===== src/rtl/nibble_serial_adder32.sv =====
// nibble_serial_adder32: 32-bit add/subtract built from one 4-bit carry-lookahead
// slice reused across all nibbles, least significant nibble first, one per clock.
// Each nibble's group generate/propagate (GG/GP) forms the carry into the next nibble.
module nibble_serial_adder32 #(
    parameter int WIDTH = 32
) (
    input  logic             clk,
    input  logic             rst_n,
    input  logic             start,
    input  logic [WIDTH-1:0] a,
    input  logic [WIDTH-1:0] b,
    input  logic             sub,
    output logic             busy,
    output logic             done,
    output logic [WIDTH-1:0] s,
    output logic             co,
    output logic             ov,
    output logic             zero
);

    localparam int N    = WIDTH / 4;
    localparam int IDXW = (N > 1) ? $clog2(N) : 1;
    localparam logic [IDXW-1:0] LAST_IDX = IDXW'(N - 1);

    typedef enum logic [1:0] {
        IDLE = 2'd0,
        RUN  = 2'd1,
        DONE = 2'd2
    } state_t;

    state_t           state_reg;
    logic [IDXW-1:0]  idx_reg;
    logic             c_reg;
    logic [WIDTH-1:0] a_reg;
    logic [WIDTH-1:0] b_reg;
    logic [WIDTH-1:0] work_reg;

    // Operand nibbles that feed the slice, selected by the current nibble index.
    logic [3:0] a_nib;
    logic [3:0] b_nib;
    assign a_nib = a_reg[{idx_reg, 2'b00} +: 4];
    assign b_nib = b_reg[{idx_reg, 2'b00} +: 4];

    // 4-bit carry-lookahead slice: per-bit propagate/generate, lookahead carries,
    // then the group terms that pass the carry on to the next nibble.
    logic [3:0] p;
    logic [3:0] g;
    logic [3:0] carry;
    logic [3:0] nib_sum;
    logic       gp;
    logic       gg;
    logic       c_next;

    genvar gi;
    generate
        for (gi = 0; gi < 4; gi++) begin : g_bit
            assign p[gi]       = a_nib[gi] ^ b_nib[gi];
            assign g[gi]       = a_nib[gi] & b_nib[gi];
            assign nib_sum[gi] = p[gi] ^ carry[gi];
        end
    endgenerate

    assign carry[0] = c_reg;
    assign carry[1] = g[0] | (p[0] & c_reg);
    assign carry[2] = g[1] | (p[1] & g[0]) | (p[1] & p[0] & c_reg);
    assign carry[3] = g[2] | (p[2] & g[1]) | (p[2] & p[1] & g[0])
                    | (p[2] & p[1] & p[0] & c_reg);

    assign gp     = p[3] & p[2] & p[1] & p[0];
    assign gg     = g[3] | (p[3] & g[2]) | (p[3] & p[2] & g[1])
                  | (p[3] & p[2] & p[1] & g[0]);
    assign c_next = gg | (gp & c_reg);

    // Complete result as it will look once the current nibble has been written;
    // used at the final nibble so s/zero/ov are loaded in the same edge.
    logic [WIDTH-1:0] final_sum;
    always_comb begin
        final_sum = work_reg;
        final_sum[{idx_reg, 2'b00} +: 4] = nib_sum;
    end

    // Sequencer: accepts an operation, walks the nibbles, and loads the
    // registered result flags on the last nibble.
    always_ff @(posedge clk or negedge rst_n) begin
        if (!rst_n) begin
            state_reg <= IDLE;
            idx_reg   <= '0;
            c_reg     <= 1'b0;
            a_reg     <= '0;
            b_reg     <= '0;
            work_reg  <= '0;
            busy      <= 1'b0;
            done      <= 1'b0;
            s         <= '0;
            co        <= 1'b0;
            ov        <= 1'b0;
            zero      <= 1'b0;
        end else begin
            case (state_reg)
                IDLE, DONE: begin
                    done <= 1'b0;
                    if (start) begin
                        // Subtraction is A + ~B + 1: invert B and seed the carry.
                        a_reg     <= a;
                        b_reg     <= b ^ {WIDTH{sub}};
                        c_reg     <= sub;
                        idx_reg   <= '0;
                        work_reg  <= '0;
                        busy      <= 1'b1;
                        state_reg <= RUN;
                    end else begin
                        busy      <= 1'b0;
                        state_reg <= IDLE;
                    end
                end
                RUN: begin
                    work_reg[{idx_reg, 2'b00} +: 4] <= nib_sum;
                    c_reg   <= c_next;
                    idx_reg <= idx_reg + 1'b1;
                    if (idx_reg == LAST_IDX) begin
                        s         <= final_sum;
                        co        <= c_next;
                        ov        <= (a_reg[WIDTH-1] == b_reg[WIDTH-1])
                                   & (final_sum[WIDTH-1] != a_reg[WIDTH-1]);
                        zero      <= (final_sum == '0);
                        done      <= 1'b1;
                        busy      <= 1'b0;
                        state_reg <= DONE;
                    end
                end
                default: begin
                    busy      <= 1'b0;
                    done      <= 1'b0;
                    state_reg <= IDLE;
                end
            endcase
        end
    end

endmodule


===== config.mk =====
export PLATFORM = sky130hd
export DESIGN_NAME = nibble_serial_adder32
export DESIGN_NICKNAME = d
export VERILOG_FILES = /design/src/rtl/nibble_serial_adder32.sv
export SDC_FILE = /design/constraint.sdc
export NUM_CORES = 1
export LEC_CHECK = 0
export CAP_MARGIN = 30
export CORE_AREA = 2 2 115 117
export CTS_CLUSTER_SIZE = 16
export DETAILED_ROUTE_END_ITERATION = 8
export DIE_AREA = 0 0 117 119
export PLACE_DENSITY = 0.76
export SETUP_SLACK_MARGIN = 0.5
export SYNTH_ARGS = -nofsm -noshare
export SYNTH_HDL_FRONTEND = slang
export SYNTH_SLANG_ARGS = --single-unit

===== constraint.sdc =====
create_clock -name clk -period 11.15 [get_ports clk]
set_input_delay 2.23 -clock clk [delete_from_list [all_inputs] [get_ports clk]]
set_output_delay 2.23 -clock clk [all_outputs]
set_load 0.05 [all_outputs]

After elaboration in Yosys (flattened, before gate mapping)
Cells that the tools add are included.
{"block": "classes", "add_sub_neg": 2, "mul": 0, "div": 0, "order_cmp": 0, "eq_ne": 7, "n_shift": 4, "muxes": 15, "n_bitwise": 40, "reduce_logical": 7}
{"cell": "32-bit one-hot mux with 2 select lines", "count": 1}
{"cell": "32-bit by 6-bit indexed part select with 4-bit output", "count": 2}
{"cell": "32-bit bitwise mux", "count": 1}
{"cell": "32-bit logical NOT", "count": 1}
{"cell": "32-bit 2-to-1 mux", "count": 1}
{"cell": "4-bit by 7-bit variable shift with 32-bit output, first input constant", "count": 1}
{"cell": "4-bit by 7-bit indexed part select with 32-bit output", "count": 1}
{"cell": "32-bit XOR", "count": 1}
{"cell": "1-bit AND", "count": 21}
{"cell": "1-bit OR", "count": 10}
{"cell": "1-bit XOR", "count": 8}
{"cell": "5-bit negation with 7-bit output", "count": 1}
{"cell": "1-bit 2-to-1 mux", "count": 6}
{"cell": "3-bit one-hot mux with 2 select lines", "count": 1}
{"cell": "2-bit AND reduction", "count": 3}
{"cell": "2-bit inequality test, second input constant", "count": 2}
{"cell": "1-bit one-hot mux with 2 select lines", "count": 2}
{"cell": "2-bit one-hot mux with 2 select lines", "count": 1}
{"cell": "3-bit by 1-bit adder with 3-bit output, second input constant", "count": 1}
{"cell": "3-bit == test, second input constant", "count": 1}
{"cell": "3-bit 2-to-1 mux", "count": 1}
{"cell": "2-bit by 1-bit == test with 1-bit output, second input constant", "count": 1}
{"cell": "2-bit == test, second input constant", "count": 1}
{"cell": "2-bit logical NOT", "count": 1}
{"cell": "5 further kinds", "count": 5}
{"block": "word_totals", "regBits": 139, "latchBits": 0, "ram_bits": 0, "mem_bits_ro": 0, "inputBits": 68, "elab_cells": 87, "mem_count": 0}

Depth between registers and ports, before layout
Gate-level depths: netlist of the first run.
{"block": "depth", "word_depth": 11, "ltp_mapped": 14, "mapped_depth_nobuf": 10}

Worst setup path before layout of the first run
Ideal clock, no wire load.
{"block": "synth_path", "path_kind": "register to register", "startpoint": "register idx_reg[0]", "endpoint": "register zero", "arrival_ps": 3997, "required_ps": 11074, "path_slack_ps": 7076, "path_stages_with_launch": 14, "path_buffers": 3, "path_cell_list": "dfrtp_1 > buf_2 > buf_2 > buf_2 > mux4_2 > nand2_1 > nand2_1 > fa_1 > xor2_1 > and2_1 > mux2_2 > or4_1 > or4_1 > o21ai_1"}
{"block": "synth_via", "elab_chain_len": 10, "elab_cells_between_ends": 35}
{"element": "start, declared", "line": "32", "rtl": "logic [IDXW-1:0] idx_reg;"}
{"element": "start signal, assigned", "line": "119", "rtl": "idx_reg <= idx_reg + 1'b1;"}
{"element": "32-bit by 6-bit indexed part select with 4-bit output, on equally long branches", "line": "41, 42"}
{"element": "1-bit XOR or 1-bit AND (tied branches)", "line": "57, 58"}
{"element": "1-bit AND, on equally long branches", "line": "66, 67"}
{"element": "1-bit OR (tied with other cells)", "line": "66", "rtl": "assign carry[3] = g[2] | (p[2] & g[1]) | (p[2] & p[1] & g[0])"}
{"element": "1-bit OR or 1-bit AND (tied branches)", "line": "66, 67"}
{"element": "1-bit OR", "line": "67", "rtl": "| (p[2] & p[1] & p[0] & c_reg);"}
{"element": "1-bit XOR", "line": "59", "rtl": "assign nib_sum[gi] = p[gi] ^ carry[gi];"}
{"element": "4-bit by 7-bit indexed part select with 32-bit output", "line": "79", "rtl": "final_sum[{idx_reg, 2'b00} +: 4] = nib_sum;"}
{"element": "32-bit bitwise mux", "line": "79"}
{"element": "32-bit logical NOT", "line": "125", "rtl": "zero <= (final_sum == '0);"}
{"element": "end signal, assigned", "line": "125"}
{"element": "end, declared", "line": "18", "rtl": "output logic zero"}
Several ways; a longest one is shown, not always the timed one.
A chain may end at the register's enable or synchronous reset.

Worst setup path after layout of the first run
Same ends and word-level chain as after synthesis.

==> flow_summary_export.csv, run 1 <==
group,metric,value,unit
detailed_routing,first_pass_iters,5,
floorplanning,io_pins,105,
cts,cts_max_level,4,
timing,drv_slew,0,
synth,synth_enable_flop_cells,0,
floorplanning,initial_core_util,52.4,%
final_layout,nNetsFinal,873,
floorplanning,rows,42,
setup_path,cp-endpoint,"zero",
setup_path,crit_required,11500,ps
synth,yosys_most_used_dff,"dfrtp_1",
final_layout,syn_to_final_growth,25.8,%
setup_path,max_stage_delay,690,ps
cts,post_cts_buffers,0,
cts,clk_latency,420,ps
power,leakage,3.78,nW
detailed_routing,drt-initial-drc-count,454,
setup_path,rrSetupSlack,6970,ps
cts,cts_tree,"yes",
timing,setup_viol,0,
setup_path,reg2regPathDepth,11,
cts,numCtsBuffers,17,
synth,avgSynthCellArea,9.62,sq um
min_path,min_from,"s[18]",
timing,layout_setup_ws,6970,ps
final_layout,n_fill_cell,1051,
outcome,outcome,"finished, final reports clean",
timing,slew_headroom,40.5,%
job,cap_violations,0,
final_layout,n_antenna_cell,0,
timing,tightest_slew,893,ps
place,place_ws,6660,ps
detailed_routing,antenna_left,0,
power,powerDensity,355,nW/um^2
synth,yosysTopAreaCell,"dfrtp_1",
global_route,antenna_found_initial,0,
synth,synth.area.top_cells,"dfrtp_1 51%, nand2_1 12%, o21ai_0 6.7%",
timing,period_minus_slack,4180,ps
synth,synth_top_cell_area_share,50.8,%
timing,fmax,239,MHz
setup_path,timing.rr.start,"idx_reg[0]",
cts,cts.path.max_buffers,2,
detailed_routing,drc,0,
floorplanning,fp.dieH,119,microns
global_route,grt_pass1_wl,28300,microns
floorplanning,core-area,12900,sq um
cts,ctsHoldBuffers,0,
global_route,grt_overflow,0,
timing,grt_setup_unrepaired,"false",
timing,fin_tns_setup,0,ps
cts,cts.sinks,137,
detailed_routing,post_drt_wl_per_cell,17.8,microns
floorplanning,die_x,117,microns
synth,syn_inst,702,
setup_path,cp_cell_sequence,"buf_4, mux4_2, nand2_1, nand2_1, fa_1, xor2_1, and2_1, mux2_2, or4_1, or4_1, o21ai_1",
detailed_routing,viasPerCell,5.61,
place,port_buffers,104,
setup_path,cp-end-kind,"register",
global_route,grt_pass1_vias,5614,
setup_path,startpoint,"idx_reg[0]",
timing,hold_viol_final,0,
detailed_routing,totalWireLength,17400,microns
setup_path,r2r_end,"zero",
synth,synth_commonest_cells,"221 x nand2_1, 137 x dfrtp_1, 90 x o21ai_0",
synth,ys_warn_count,0,
place,place_congestion,0.913,
timing,skew,12.0,ps
setup_path,path_max_fanout,25,
setup_path,start_kind,"register",
final_layout,drive_above_1_share,8.83,%
global_route,grtUsageTotal,26.7,%
cts,cts-resized-gates,0,
cts,clk_pin_slew_worst_paths,60,ps
synth,synth_cell_types,59,
global_route,grt_max_degree,99,
cts,root_buffer,"clkbuf_16",
place,hpwlAfterDp,12100,microns
detailed_routing,vias,5500,
floorplanning,die_area,13900,sq um
power,peakVddDrop,0.267,mV
setup_path,cp_slowest_cell,"dfrtp_1",
synth,syn_nets,783,
synth,synth_seq_area_share,50.8,%
synth,yosysMostFrequentCell,"nand2_1",
synth,async_flop_share,100,%
synth,synth_seq_cells,137,
setup_path,worst_ep_arrival_time,4530,ps
setup_path,path_class,"register to register",
min_path,hold_class,"register to register",
synth,syn-cell-area,6750,sq um
timing,post-route-period-util,37.5,%
==> critical path, delay by kind of cell, from the launching register on <==
kind	cells	cell delay, ps
AO/OA/AOI/OAI	1	130
XOR/XNOR	1	250
adder cells (fa/ha/maj)	1	460
buffers and inverters	1	440
flip-flops	1	690
multiplexers	2	820
AND/OR/NAND/NOR	5	1320
==> power breakdown <==
part,internal [W],switching [W]
Clock,0.000339,0.000205
Sequential,0.000706,0.000156
Combinational,0.000570,0.00104
Total,0.00162,0.00140
==> layout by cell type, fill, tap and decap left out, types with 4 or more instances in the layout <==
| master | synthesis | layout |
|---|---|---|
| dfrtp_1 | 137 | 137 |
| a21oi_1 | 11 | 11 |
| xnor2_1 | 34 | 34 |
| a22oi_1 | 18 | 18 |
| nand3_1 | 5 | 5 |
| ha_1 | 12 | 12 |
| o21ai_0 | 90 | 90 |
| clkbuf_16 | 0 | 17 |
| mux2i_1 | 7 | 7 |
| nand2_1 | 221 | 221 |
| and2_1 | 5 | 5 |
| buf_4 | 0 | 12 |
| clkbuf_1 | 34 | 5 |
| a22o_1 | 13 | 13 |
| clkdlybuf4s50_1 | 0 | 102 |
| inv_1 | 4 | 4 |
| nor2_1 | 19 | 19 |
| mux4_2 | 16 | 16 |
==> area by class of cell <==
class,count,area [sq um],area share (%)
sequential,137,3430,40.4
multi-input combinational,515,3120,36.7
timing repair buffer,116,1140,13.5
clock buffer,24,472,5.55
tap,176,220,2.59
clock inverter,7,93.8,1.10
inverter,5,18.8,0.221
==> kinds of logic (layout without fill, tap and decap cells) <==
logic type	after synthesis	count (layout)	share of synthesized area, %
compound gates	156	156	14.2
simple gates	285	285	18.0
flops	137	137	50.8
xor+xnor	36	36	4.67
mux	25	25	6.71
buf+inv	50	152	3.11
fa+ha+maj	13	13	2.52
==> stage by stage <==
step | total power (W) | std cells | hold slack (ps) | area [sq um] | util, %
after CTS | 0.00303 | 980 | 480 | 8490 | 66.0
after floorplan | 0.00191 | 702 | 440 | 6750 | -
after global routing | 0.00321 | 980 | 493 | 8490 | 66.0
final | 0.00302 | 980 | 476 | 8490 | 66.0
after detailed placement | 0.00247 | 949 | 463 | 7930 | 61.6
after global placement | 0.00242 | 948 | 455 | 7900 | 61.4
==> per-layer routing <==
| layer | wire length [microns] | up-vias | share of wire (%) | global-route usage (%) |
|---|---|---|---|---|
| met5 | 0 | - | 0 | 0 |
| met4 | 317 | 0 | 1.8 | 10.0 |
| met3 | 924 | 25 | 5.3 | 5.85 |
| met2 | 9140 | 193 | 52 | 45.9 |
| met1 | 7050 | 2697 | 40 | 32.7 |
| li1 | - | 2585 | - | - |
==> how the worst min path moves through the flow <==
| stage | endpoint | cells after the start |
|---|---|---|
| floorplan | a_reg[10] | 2 |
| finish | s[18] | 2 |
| CTS | a_reg[6] | 2 |
| global placement | a_reg[23] | 2 |
| global route | a_reg[23] | 2 |
| detailed placement | a_reg[2] | 2 |
Power figures use the tool's default switching activity.
==> run 2, diff against run 1 <==
Clock period 11.15 ns to 4.2 ns, I/O delays scaled along.
==> flow_summary_export.csv, run 2 (synthesized netlist as in run 1, its figures left out) <==
group,metric,value,unit
detailed_routing,antenna_left,0,
timing,tightest_slew,880,ps
timing,period_minus_slack,3540,ps
detailed_routing,vias,5495,
cts,cts.path.max_buffers,2,
setup_path,startpoint,"idx_reg[0]",
setup_path,crit_required,4550,ps
global_route,grt_pass1_vias,5599,
timing,setup_viol,0,
cts,cts_max_level,4,
final_layout,n_fill_cell,1049,
setup_path,cp_cell_sequence,"buf_12, mux4_2, nand2_1, nand2_1, fa_1, xor2_1, and2_1, mux2_2, or4_1, or4_1, o21ai_1",
place,placedCellCount,956,
floorplanning,die_area,13900,sq um
setup_path,cp-end-kind,"register",
detailed_routing,first_pass_iters,6,
setup_path,reg2regPathDepth,11,
cts,clk_latency,430,ps
timing,grt_setup_unrepaired,"false",
floorplanning,initial_core_util,52.4,%
floorplanning,io_pins,105,
final_layout,drive_above_1_share,11.1,%
global_route,grt_max_degree,106,
final_layout,multiInputGateArea,3120,sq um
timing,fin_tns_setup,0,ps
cts,cts.sinks,137,
timing,skew,8.89,ps
cts,root_buffer,"clkbuf_16",
final_layout,layout_common_cells,"221 x nand2_1, 136 x dfrtp_1, 102 x clkdlybuf4s50_1, 90 x o21ai_0, 34 x xnor2_1",
global_route,grt_pass1_wl,28900,microns
setup_path,r2r_end,"zero",
power,peakVddDrop,0.590,mV
place,port_buffers,104,
detailed_routing,drc,0,
cts,cts_tree,"yes",
detailed_routing,viasPerCell,5.52,
final_layout,syn_to_final_growth,28.0,%
setup_path,timing.rr.start,"idx_reg[0]",
detailed_routing,drt-initial-drc-count,430,
place,place_congestion,0.929,
power,leakage,3.86,nW
setup_path,max_stage_delay,530,ps
setup_path,rrSetupSlack,660,ps
global_route,grtUsageTotal,27.5,%
setup_path,cp-endpoint,"zero",
detailed_routing,post_drt_wl_per_cell,17.9,microns
power,powerDensity,968,nW/um^2
min_path,hold_class,"input pin to async pin",
global_route,grt_overflow,0,
setup_path,worst_ep_arrival_time,3900,ps
floorplanning,rows,42,
place,hpwlAfterDp,12700,microns
timing,drv_slew,0,
final_layout,fin_cells,996,
setup_path,path_max_fanout,10,
final_layout,fin_area,8640,sq um
floorplanning,fp.dieH,119,microns
final_layout,nNetsFinal,888,
job,cap_violations,0,
floorplanning,die_x,117,microns
floorplanning,core-area,12900,sq um
setup_path,cp_slowest_cell,"or4_1",
final_layout,mostFrequentLayoutCell,"nand2_1",
cts,clk_pin_slew_worst_paths,60,ps
global_route,antenna_found_initial,0,
timing,hold_viol_final,0,
cts,numCtsBuffers,17,
final_layout,n_antenna_cell,0,
timing,fmax,282,MHz
setup_path,start_kind,"register",
detailed_routing,totalWireLength,17900,microns
setup_path,path_class,"register to register",
timing,slew_headroom,41.3,%
final_layout,regArea,3430,sq um
outcome,outcome,"finished, final reports clean",
timing,post-route-period-util,84.4,%
place,dpl_cell_area,7970,sq um
## run 2: worst min path at each step
| stage | to | cells after the start |
|---|---|---|
| detailed placement | a_reg[10] | 2 |
| global route | s[23] | 1 |
| global placement | a_reg[4] | 2 |
| CTS | a_reg[10] | 2 |
| finish | s[23] | 1 |
| floorplan | a_reg[10] | 2 |
## run 2: critical path, delay by kind of cell, from the launching register on
kind / cells / cell delay [ps]
compound gates: 1 / 130
xor+xnor: 1 / 190
fa+ha+maj: 1 / 460
buf+inv: 1 / 150
flops: 1 / 440
mux: 2 / 780
simple gates: 5 / 1310
## run 2: metrics by stage
stage | power [W] | utilization (%) | worst slack (ps) | hold slack [ps]
6_report | 0.00837 | 67.1 | 657 | 190
5_1_grt | 0.00886 | 67.1 | 514 | 177
4_1_cts | 0.00828 | 66.4 | 516 | 473
3_5_place_dp | 0.00678 | 61.9 | 429 | 459
3_3_place_gp | 0.00668 | 61.9 | 509 | 456
2_1_floorplan | 0.00510 | - | 502 | 440
## run 2: repair_timing
item                       in CTS  in global routing
gates resized for setup         1                  0
cloned                          0                  0
hold buffers                    0                  0
setup buffers                   0                  7
setup endpoints to repair       1                  1
## run 2: final cells by class
class                   count  share of cell area (%)
clock buffers              21                    5.33
clock inverters            11                    1.42
inverters                   5                   0.217
multi-input cells         515                    36.1
flip-flops and latches    137                    39.7
well taps                 176                    2.55
repair buffers            131                    14.7
## run 2: power by group
group / switching, W / leakage (nW) / internal [W]
Clock: 0.000577 / 0.275 / 0.000902
Sequential: 0.000352 / 1.78 / 0.00188
Combinational: 0.00295 / 1.81 / 0.00172
Total: 0.00387 / 3.86 / 0.00450
## run 2: metal layers
metal	vias to the layer above	share of wire (%)	track usage, %
met3	32	4.3	5.60
met2	167	52	45.7
met4	0	2.6	11.0
met1	2676	41	34.9
met5	-	0	0
li1	2620	-	-
